<file path="src/rtl/pwm_pkg.sv">
// Shared types and defaults for the PWM receive path: duty scale and the two small state
// encodings used by the decoder's measurement FSM and divider.
package pwm_pkg;

  localparam int unsigned DUTY_STEPS_DEFAULT = 10;

  typedef logic [0:0] fsm_state_t;
  localparam fsm_state_t WAIT_EDGE = 1'b0;
  localparam fsm_state_t MEASURE   = 1'b1;

  typedef logic [0:0] div_state_t;
  localparam div_state_t DIV_IDLE = 1'b0;
  localparam div_state_t DIV_RUN  = 1'b1;

endpackage

</file>
<file path="src/rtl/pwm_in_sync.sv">
// PWM input conditioning: 2-flop synchroniser, optional glitch filter, rising-edge detector.
// Build option: PWM_DEC_GLITCH_FILTER_EN enables the FILTER_LEN-sample stability filter.
module pwm_in_sync
`ifdef PWM_DEC_GLITCH_FILTER_EN
#(
  parameter int unsigned FILTER_LEN = 3
)
`endif
(
  input  logic clk,
  input  logic rst,
  input  logic pwm_in,
  output logic level_o,
  output logic rise_o
);

  logic s_meta, s_q, s_qq, filt;

  always_ff @(posedge clk or posedge rst) begin
    if (rst) begin
      s_meta <= 1'b0;
      s_q    <= 1'b0;
    end else begin
      s_meta <= pwm_in;
      s_q    <= s_meta;
    end
  end

`ifdef PWM_DEC_GLITCH_FILTER_EN
  localparam int unsigned FCW = $clog2(FILTER_LEN + 1);

  logic [FCW-1:0] fcnt_q;
  logic           filt_q;

  // Accept a new level only after FILTER_LEN consecutive samples disagree with the current one.
  always_ff @(posedge clk or posedge rst) begin
    if (rst) begin
      fcnt_q <= '0;
      filt_q <= 1'b0;
    end else if (s_q != filt_q) begin
      if (fcnt_q == FCW'(FILTER_LEN - 1)) begin
        filt_q <= s_q;
        fcnt_q <= '0;
      end else begin
        fcnt_q <= fcnt_q + 1'b1;
      end
    end else begin
      fcnt_q <= '0;
    end
  end

  assign filt = filt_q;
`else
  assign filt = s_q;
`endif

  always_ff @(posedge clk or posedge rst) begin
    if (rst) begin
      s_qq <= 1'b0;
    end else begin
      s_qq <= filt;
    end
  end

  assign level_o = filt;
  assign rise_o  = filt & ~s_qq;

endmodule

</file>
<file path="src/rtl/pwm_duty_decoder.sv">
// PWM receive decoder: measures period and high time between rising edges and reports duty
// on a DUTY_STEPS scale. Build option: PWM_DEC_GLITCH_FILTER_EN adds an input glitch filter.
module pwm_duty_decoder
  import pwm_pkg::*;
#(
  parameter int unsigned CNT_W      = 16,
  parameter int unsigned DUTY_STEPS = DUTY_STEPS_DEFAULT,
  parameter int unsigned DUTY_W     = 4,
  parameter int unsigned TIMEOUT    = 1000
`ifdef PWM_DEC_GLITCH_FILTER_EN
  ,
  parameter int unsigned FILTER_LEN = 3
`endif
) (
  input  logic              clk,
  input  logic              rst,
  input  logic              pwm_in,
  output logic [CNT_W-1:0]  period_o,
  output logic [CNT_W-1:0]  high_o,
  output logic [DUTY_W-1:0] duty_o,
  output logic              valid_o,
  output logic              stuck_o,
  output logic              overrun_o
);

  localparam int unsigned      ACC_W   = CNT_W + DUTY_W;
  localparam logic [CNT_W-1:0] CNT_MAX = '1;

  logic level, rise;

`ifdef PWM_DEC_GLITCH_FILTER_EN
  pwm_in_sync #(
    .FILTER_LEN(FILTER_LEN)
  ) u_sync (
`else
  pwm_in_sync u_sync (
`endif
    .clk    (clk),
    .rst    (rst),
    .pwm_in (pwm_in),
    .level_o(level),
    .rise_o (rise)
  );

  fsm_state_t        state_q, state_d;
  logic [CNT_W-1:0]  period_cnt_q, period_cnt_d;
  logic [CNT_W-1:0]  high_cnt_q, high_cnt_d;
  div_state_t        div_state_q, div_state_d;
  logic [DUTY_W-1:0] div_iter_q, div_iter_d;
  logic [ACC_W-1:0]  div_acc_q, div_acc_d;
  logic [DUTY_W-1:0] div_q_q, div_q_d;
  logic [CNT_W-1:0]  div_per_q, div_per_d;
  logic [CNT_W-1:0]  div_high_q, div_high_d;
  logic [CNT_W-1:0]  period_q, period_d;
  logic [CNT_W-1:0]  high_q, high_d;
  logic [DUTY_W-1:0] duty_q, duty_d;
  logic              valid_q, valid_d;
  logic              stuck_q, stuck_d;
  logic              overrun_q, overrun_d;

  logic [ACC_W-1:0]  acc_step;
  logic [DUTY_W-1:0] q_step;
  logic              div_last;

  always_comb begin
    state_d      = state_q;
    period_cnt_d = period_cnt_q;
    high_cnt_d   = high_cnt_q;
    div_state_d  = div_state_q;
    div_iter_d   = div_iter_q;
    div_acc_d    = div_acc_q;
    div_q_d      = div_q_q;
    div_per_d    = div_per_q;
    div_high_d   = div_high_q;
    period_d     = period_q;
    high_d       = high_q;
    duty_d       = duty_q;
    valid_d      = 1'b0;
    stuck_d      = stuck_q;
    overrun_d    = 1'b0;

    acc_step = div_acc_q;
    q_step   = div_q_q;
    if (div_acc_q >= ACC_W'(div_per_q)) begin
      acc_step = div_acc_q - ACC_W'(div_per_q);
      q_step   = div_q_q + 1'b1;
    end
    div_last = (div_state_q == DIV_RUN) && (div_iter_q == DUTY_W'(DUTY_STEPS - 1));

    if (div_state_q == DIV_RUN) begin
      div_acc_d  = acc_step;
      div_q_d    = q_step;
      div_iter_d = div_iter_q + 1'b1;
      if (div_last) begin
        div_state_d = DIV_IDLE;
        valid_d     = 1'b1;
        stuck_d     = 1'b0;
        period_d    = div_per_q;
        high_d      = div_high_q;
        duty_d      = q_step;
      end
    end

    unique case (state_q)
      WAIT_EDGE: begin
        if (rise) begin
          state_d      = MEASURE;
          period_cnt_d = CNT_W'(1);
          high_cnt_d   = CNT_W'(1);
        end
      end
      MEASURE: begin
        if (rise) begin
          period_cnt_d = CNT_W'(1);
          high_cnt_d   = CNT_W'(1);
          // A divider on its final iteration frees up this cycle, so back-to-back
          // DUTY_STEPS-cycle periods are all reported.
          if (div_state_q == DIV_IDLE || div_last) begin
            div_state_d = DIV_RUN;
            div_iter_d  = '0;
            div_acc_d   = ACC_W'(high_cnt_q) * ACC_W'(DUTY_STEPS);
            div_q_d     = '0;
            div_per_d   = period_cnt_q;
            div_high_d  = high_cnt_q;
          end else begin
            overrun_d = 1'b1;
          end
        end else if (period_cnt_q >= CNT_W'(TIMEOUT)) begin
          state_d      = WAIT_EDGE;
          period_cnt_d = '0;
          high_cnt_d   = '0;
          div_state_d  = DIV_IDLE;
          valid_d      = 1'b1;
          stuck_d      = 1'b1;
          period_d     = '0;
          high_d       = '0;
          duty_d       = level ? DUTY_W'(DUTY_STEPS) : '0;
        end else begin
          if (period_cnt_q != CNT_MAX) period_cnt_d = period_cnt_q + 1'b1;
          if (level && high_cnt_q != CNT_MAX) high_cnt_d = high_cnt_q + 1'b1;
        end
      end
      default: state_d = WAIT_EDGE;
    endcase
  end

  always_ff @(posedge clk or posedge rst) begin
    if (rst) begin
      state_q      <= WAIT_EDGE;
      period_cnt_q <= '0;
      high_cnt_q   <= '0;
      div_state_q  <= DIV_IDLE;
      div_iter_q   <= '0;
      div_acc_q    <= '0;
      div_q_q      <= '0;
      div_per_q    <= '0;
      div_high_q   <= '0;
      period_q     <= '0;
      high_q       <= '0;
      duty_q       <= '0;
      valid_q      <= 1'b0;
      stuck_q      <= 1'b0;
      overrun_q    <= 1'b0;
    end else begin
      state_q      <= state_d;
      period_cnt_q <= period_cnt_d;
      high_cnt_q   <= high_cnt_d;
      div_state_q  <= div_state_d;
      div_iter_q   <= div_iter_d;
      div_acc_q    <= div_acc_d;
      div_q_q      <= div_q_d;
      div_per_q    <= div_per_d;
      div_high_q   <= div_high_d;
      period_q     <= period_d;
      high_q       <= high_d;
      duty_q       <= duty_d;
      valid_q      <= valid_d;
      stuck_q      <= stuck_d;
      overrun_q    <= overrun_d;
    end
  end

  assign period_o  = period_q;
  assign high_o    = high_q;
  assign duty_o    = duty_q;
  assign valid_o   = valid_q;
  assign stuck_o   = stuck_q;
  assign overrun_o = overrun_q;

endmodule
</file>
<file path="config.mk">
export PLATFORM = sky130hd
export DESIGN_NAME = pwm_duty_decoder
export DESIGN_NICKNAME = d
export VERILOG_FILES = /design/src/rtl/pwm_pkg.sv /design/src/rtl/pwm_in_sync.sv /design/src/rtl/pwm_duty_decoder.sv
export SDC_FILE = /design/constraint.sdc
export NUM_CORES = 1
export LEC_CHECK = 0
export ABC_CLOCK_PERIOD_IN_PS = 10300
export CAP_MARGIN = 20
export CORE_MARGIN = 1
export CORE_UTILIZATION = 45
export DETAILED_ROUTE_END_ITERATION = 12
export GPL_TIMING_DRIVEN = 0
export HOLD_SLACK_MARGIN = 0.12
export PLACE_DENSITY = 0.72
export SYNTH_ARGS = -nofsm -noshare
export SYNTH_HDL_FRONTEND = slang
export SYNTH_HIERARCHICAL = 1
export SYNTH_SLANG_ARGS = --single-unit
</file>
<file path="constraint.sdc">
create_clock -name clk -period 10.3 [get_ports clk]
set_input_delay 1.03 -clock clk [delete_from_list [all_inputs] [get_ports clk]]
set_output_delay 1.03 -clock clk [all_outputs]
set_load 0.1 [all_outputs]
</file>
Word-level counts from Yosys, hierarchy flattened
Index checks and enable logic that the tools add are counted.

Register bits after elaboration: 136. Latch bits: 0. Memory bits (writable): 0. Memory bits (read-only): 0. Bits of input ports: 3. Output and inout bits: 39. Word-level logic and storage cells: 104. Memories: 0.

$add $sub $neg: 5. Multiply operators: 1. Div/mod/pow operators: 0. $lt $le $gt $ge: 2. Equal/unequal tests: 6. Shift-type cells: 0. Mux-type cells: 62. Bitwise logic cells: 4. Reduce and logical (&&, ||, !) cells: 6.

Operators by type and width (count): 2-to-1 mux 16 bit (17); 2-to-1 mux 20 bit (5); case mux 16 bit (2 select lines) (2); 2-to-1 mux 4 bit (15); adder 16 x 1 -> 16 bit, second input constant (2); inequality test 16 bit, second input constant (2); 2-to-1 mux 1 bit (22); >= comparator 20 x 16 -> 1 bit (1); subtractor 20 x 16 -> 20 bit (1); multiplier 16 x 3 -> 19 bit, second input constant (1); >= comparator 16 x 10 -> 1 bit, second input constant (1); adder 4 x 1 -> 4 bit, second input constant (2); inequality test 4 x 2 -> 1 bit, second input constant (2); equality test 4 bit, second input constant (1); AND reduction 2 bit (2); NOT 1 bit (3); AND reduction 3 bit (1); logical AND 1 bit (2); inequality test 2 bit, second input constant (1); case mux 1 bit (2 select lines) (1); bitwise AND 1 bit (1); logical OR 1 bit (1).

Depth between registers and ports, before layout
Depth after elaboration: 7. Depth in mapped cells: 12. Mapped depth without buffers: 11.

Modules after synthesis
The synthesis kept the hierarchy.

Modules (own cells, without submodules): pwm_duty_decoder (times used 1, cells an instance 837, area an instance 7561.0 um^2); pwm_in_sync (times used 1, cells an instance 5, area an instance 92.6 um^2).

Least setup slack after synthesis
OpenSTA, ideal clock, no wires.

Path type: register to register. From: reg high_cnt_q[2]. To: reg div_acc_q[17]. Data arrival time: 2.434 ns. Required time: 10.159 ns. Path slack: 7.725 ns. Cell stages (with the launch flop): 10. Path buffers: 0. Period minus slack after synthesis: 2.575 ns. Cells stage by stage: dfrtp_1 ha_1 ha_1 a211oi_1 o211ai_1 a2111oi_1 o41ai_1 xor2_1 nor2_1 a31oi_1.

Word-level cells in the longest chain between the ends: 4.

RTL lines: from (decl) (RTL line pwm_duty_decoder.sv:47) `logic [CNT_W-1:0] high_cnt_q, high_cnt_d;`; from (signal assigned) (RTL line pwm_duty_decoder.sv:167) `high_cnt_q <= high_cnt_d;`; multiplier 16 x 3 -> 19 bit (RTL line pwm_duty_decoder.sv:121) `div_acc_d = ACC_W'(high_cnt_q) * ACC_W'(DUTY_STEPS);`; 2-to-1 mux 20 bit (RTL line pwm_duty_decoder.sv:118) `if (div_state_q == DIV_IDLE || div_last) begin`; 2-to-1 mux 20 bit (RTL line pwm_duty_decoder.sv:113) `if (rise) begin`; 2-to-1 mux 20 bit (RTL line pwm_duty_decoder.sv:104) `unique case (state_q)`; named net div_acc_d[17] (RTL line pwm_duty_decoder.sv:50) `logic [ACC_W-1:0] div_acc_q, div_acc_d;`; to (signal assigned) (RTL line pwm_duty_decoder.sv:170) `div_acc_q <= div_acc_d;`; to (decl) (RTL line pwm_duty_decoder.sv:50).

The timed path passes the listed nets, and every way through them passes these cells. A chain may end at the register's enable or synchronous reset.

Worst setup path after layout
From: reg div_per_q[0]. To: reg div_acc_q[9].

Word-level cells in the longest chain between the ends: 6.

RTL lines: from (decl) (RTL line pwm_duty_decoder.sv:52) `logic [CNT_W-1:0] div_per_q, div_per_d;`; from (signal assigned) (RTL line pwm_duty_decoder.sv:172) `div_per_q <= div_per_d;`; subtractor 20 x 16 -> 20 bit / >= comparator 20 x 16 -> 1 bit (equally long branches) (RTL line pwm_duty_decoder.sv:85, pwm_duty_decoder.sv:84); 2-to-1 mux 20 bit (*) (RTL line pwm_duty_decoder.sv:84) `if (div_acc_q >= ACC_W'(div_per_q)) begin`; 2-to-1 mux 20 bit (*) (RTL line pwm_duty_decoder.sv:90) `if (div_state_q == DIV_RUN) begin`; 2-to-1 mux 20 bit (RTL line pwm_duty_decoder.sv:118); 2-to-1 mux 20 bit (RTL line pwm_duty_decoder.sv:113); 2-to-1 mux 20 bit (*) (RTL line pwm_duty_decoder.sv:104); named net div_acc_d[9] (RTL line pwm_duty_decoder.sv:50).

Mark *: on every way through the listed nets, which the timed path passes. The rest lies on a longest branch.

==> results.json <==
{
  "rsz0062_at_grt": "no",
  "initial_utilization": 0.462,
  "dpl.hpwl_um": 13500,
  "yosys.area_share.xor_xnor": 0.0515,
  "slew_headroom": 0.349,
  "core_mm2": 0.0166,
  "synth_top_cell_by_area": "dfrtp_1",
  "critPathMaxStageDelay_ns": 0.41,
  "outcome": "finished, final reports clean",
  "syn_nets": 897,
  "cts-root-buf": "clkbuf_16",
  "insertion_delay_ns": 0.43,
  "syn_area_mm2": 0.00765,
  "worstSetupStartpointType": "register",
  "hold_class": "reg -> reg",
  "worstPathRequired_ns": 10.62,
  "synth_compound_area_frac": 0.169,
  "wire_per_inst_um": 16.7,
  "async_flop_share": 1.00,
  "port_buffers": 41,
  "hold_violations": 0,
  "gp_congestion": 0.943,
  "critPathMostFrequentCell": "buf_6",
  "route.detailed.drc": 0,
  "cp_top_family": "compound AO/OA/AOI/OAI gates",
  "mostFrequentLayoutCells": "185 x nand2_1, 136 x dfrtp_1, 69 x a21oi_1, 62 x nor2_1, 50 x ha_1",
  "fin_skew_ns": 0.00915,
  "cts_max_path_buffers": 2,
  "antenna_found_initial": 0,
  "clock-sinks": 136,
  "path_clk_slew_ns": 0.06,
  "arrival_ns": 3.30,
  "drt_first_pass_iters": 5,
  "die_x_um": 132,
  "path_cells": "ha_1 -> fa_1 -> nand2b_1 -> a21oi_4 -> a21oi_2 -> o211ai_4 -> and2_1 -> buf_6 -> buf_6 -> nand2_1 -> a22oi_1",
  "tns_ns": 0,
  "cts_tree": "built",
  "area_delta_synth_final_pct": 17.6,
  "final_common_cell": "nand2_1",
  "via_per_inst": 5.58,
  "fmax_mhz": 336,
  "muxShareOfSynthArea": 0.0121,
  "drv_cap": 0,
  "cpMaxStageDelayCell": "dfrtp_1",
  "ios": 42,
  "tightest_slew_ns": 0.973,
  "worstSetupPathType": "reg -> reg",
  "antenna_left": 0,
  "synth_flop_cell": "dfrtp_1",
  "ys_ff_latch": 136,
  "synth_edf_count": 0,
  "globalRouteTotalUtil": 0.224,
  "cts_buffers": 17,
  "synth_top_area_frac": 0.445,
  "grt_overflow": 0,
  "end_kind": "register",
  "leakagePower_nw": 4.17,
  "synth_area_per_cell_um2": 9.09,
  "num_vias": 6340,
  "min_period_ns": 2.98,
  "diodes": 0,
  "period_share": 0.289,
  "postCtsHoldBufs": 0,
  "htree_levels": 4,
  "nFillCells": 1519,
  "hold_ws_ns": 0.351,
  "totalWireLength_um": 19000,
  "die_y_um": 132,
  "drive_gt1_frac": 0.0688,
  "grt_pass1_vias": 6081,
  "setup_viol": 0,
  "ir_drop_mv": 0.169,
  "synthTopCellsByArea": "dfrtp_1 44%, nand2_1 9.1%, ha_1 8.2%",
  "crit_fanout": 10,
  "yosys_warnings": 6,
  "cts_resized": 0,
  "synth-simple-area-share": 0.201,
  "post_cts_buffers": 0,
  "syn_inst": 842,
  "die-area_mm2": 0.0175,
  "drv_slew": 0,
  "nets": 958,
  "pwr_density_cell_mw_per_mm2": 278,
  "synthAdderAreaFrac": 0.0870,
  "ys_types": 71,
  "grt_start_max_net_pins": 88,
  "rows": 47,
  "grt_pass1_wl_um": 30700,
  "synth_top_family_by_area": "simple AND/OR/NAND/NOR gates",
  "cp.buffers_inverters": 2,
  "drtIter0Drc": 579,
  "ys_seq_area_frac": 0.445
}
power breakdown:
| part | total [mW] | leakage, nW | internal [mW] | switching, mW |
|---|---|---|---|---|
| clock network | 0.653 | 0.303 | 0.418 | 0.235 |
| registers | 0.744 | 1.80 | 0.650 | 0.0939 |
| logic | 1.11 | 2.07 | 0.410 | 0.697 |
per-layer routing:
layer	GRT usage	up-vias	share of wire
met4	0.0690	0	0.017
met5	0	-	0
met2	0.365	187	0.48
met3	0.0506	33	0.048
li1	-	3051	-
met1	0.297	3069	0.46
path summary, 6_finish.rpt:
kind	from	to	slack, ns	cells past startpoint
max	div_per_q[0]	div_acc_q[9]	7.32	11
min	u_sync/s_meta	u_sync/level_o	0.35	0
max reg2reg	div_per_q[0]	div_acc_q[9]	7.32	11
min reg2reg	u_sync/s_meta	u_sync/level_o	0.35	0
max in group asynchronous	rst	div_acc_q[9]	8.47	3
min in group asynchronous	rst	u_sync/level_o	0.91	2
state kept, by name, indices dropped and copies added, names as in the netlist, 4 cells and up:
register and flops:
div_high_q 16, div_iter_q 4, div_acc_q 20, high_o 16, period_o 16, period_cnt_q 16, div_per_q 16, duty_o 4
div_q_q 4, high_cnt_q 16
per-stage QoR:
stage	total power [mW]	worst slack, ns	instance area [um^2]	util	std cells
after floorplan	1.59	5.72	7650	-	842
final	2.50	7.32	9000	0.543	1136
after global routing	2.64	7.10	9000	0.543	1136
after CTS	2.50	7.34	9000	0.543	1136
after global placement	1.81	3.75	8340	0.503	1103
after detailed placement	1.84	7.37	8370	0.505	1104
cells in the mapped netlist (11+ instances only):
library cell / number
inv_1: 33
nand2_1: 185
nor2_1: 62
nand3_1: 17
xor2_1: 25
ha_1: 50
o21ai_0: 42
xnor2_1: 20
clkbuf_1: 22
a21o_1: 11
dfrtp_1: 136
a21oi_1: 69
a211oi_1: 11
area by class of cell:
cell class                      instances  area (um^2)  share of cell area
Clock buffer                           21          460              0.0511
Clock inverter                         11          171              0.0190
Timing Repair Buffer                   42          438              0.0486
Sequential cell                       136         3400               0.378
Buffer                                 33          144              0.0160
Multi-Input combinational cell        640         3980               0.442
Tap cell                              220          275              0.0306
Inverter                               33          129              0.0143
kinds of logic (layout without fill, tap and decap cells):
logic type	Yosys count	count (layout)
buf+inv	66	140
simple gates	337	337
compound gates	197	197
mux	9	9
xor+xnor	45	45
flops	136	136
fa+ha+maj	52	52
Note: power is estimated with default switching activity, not from simulation.
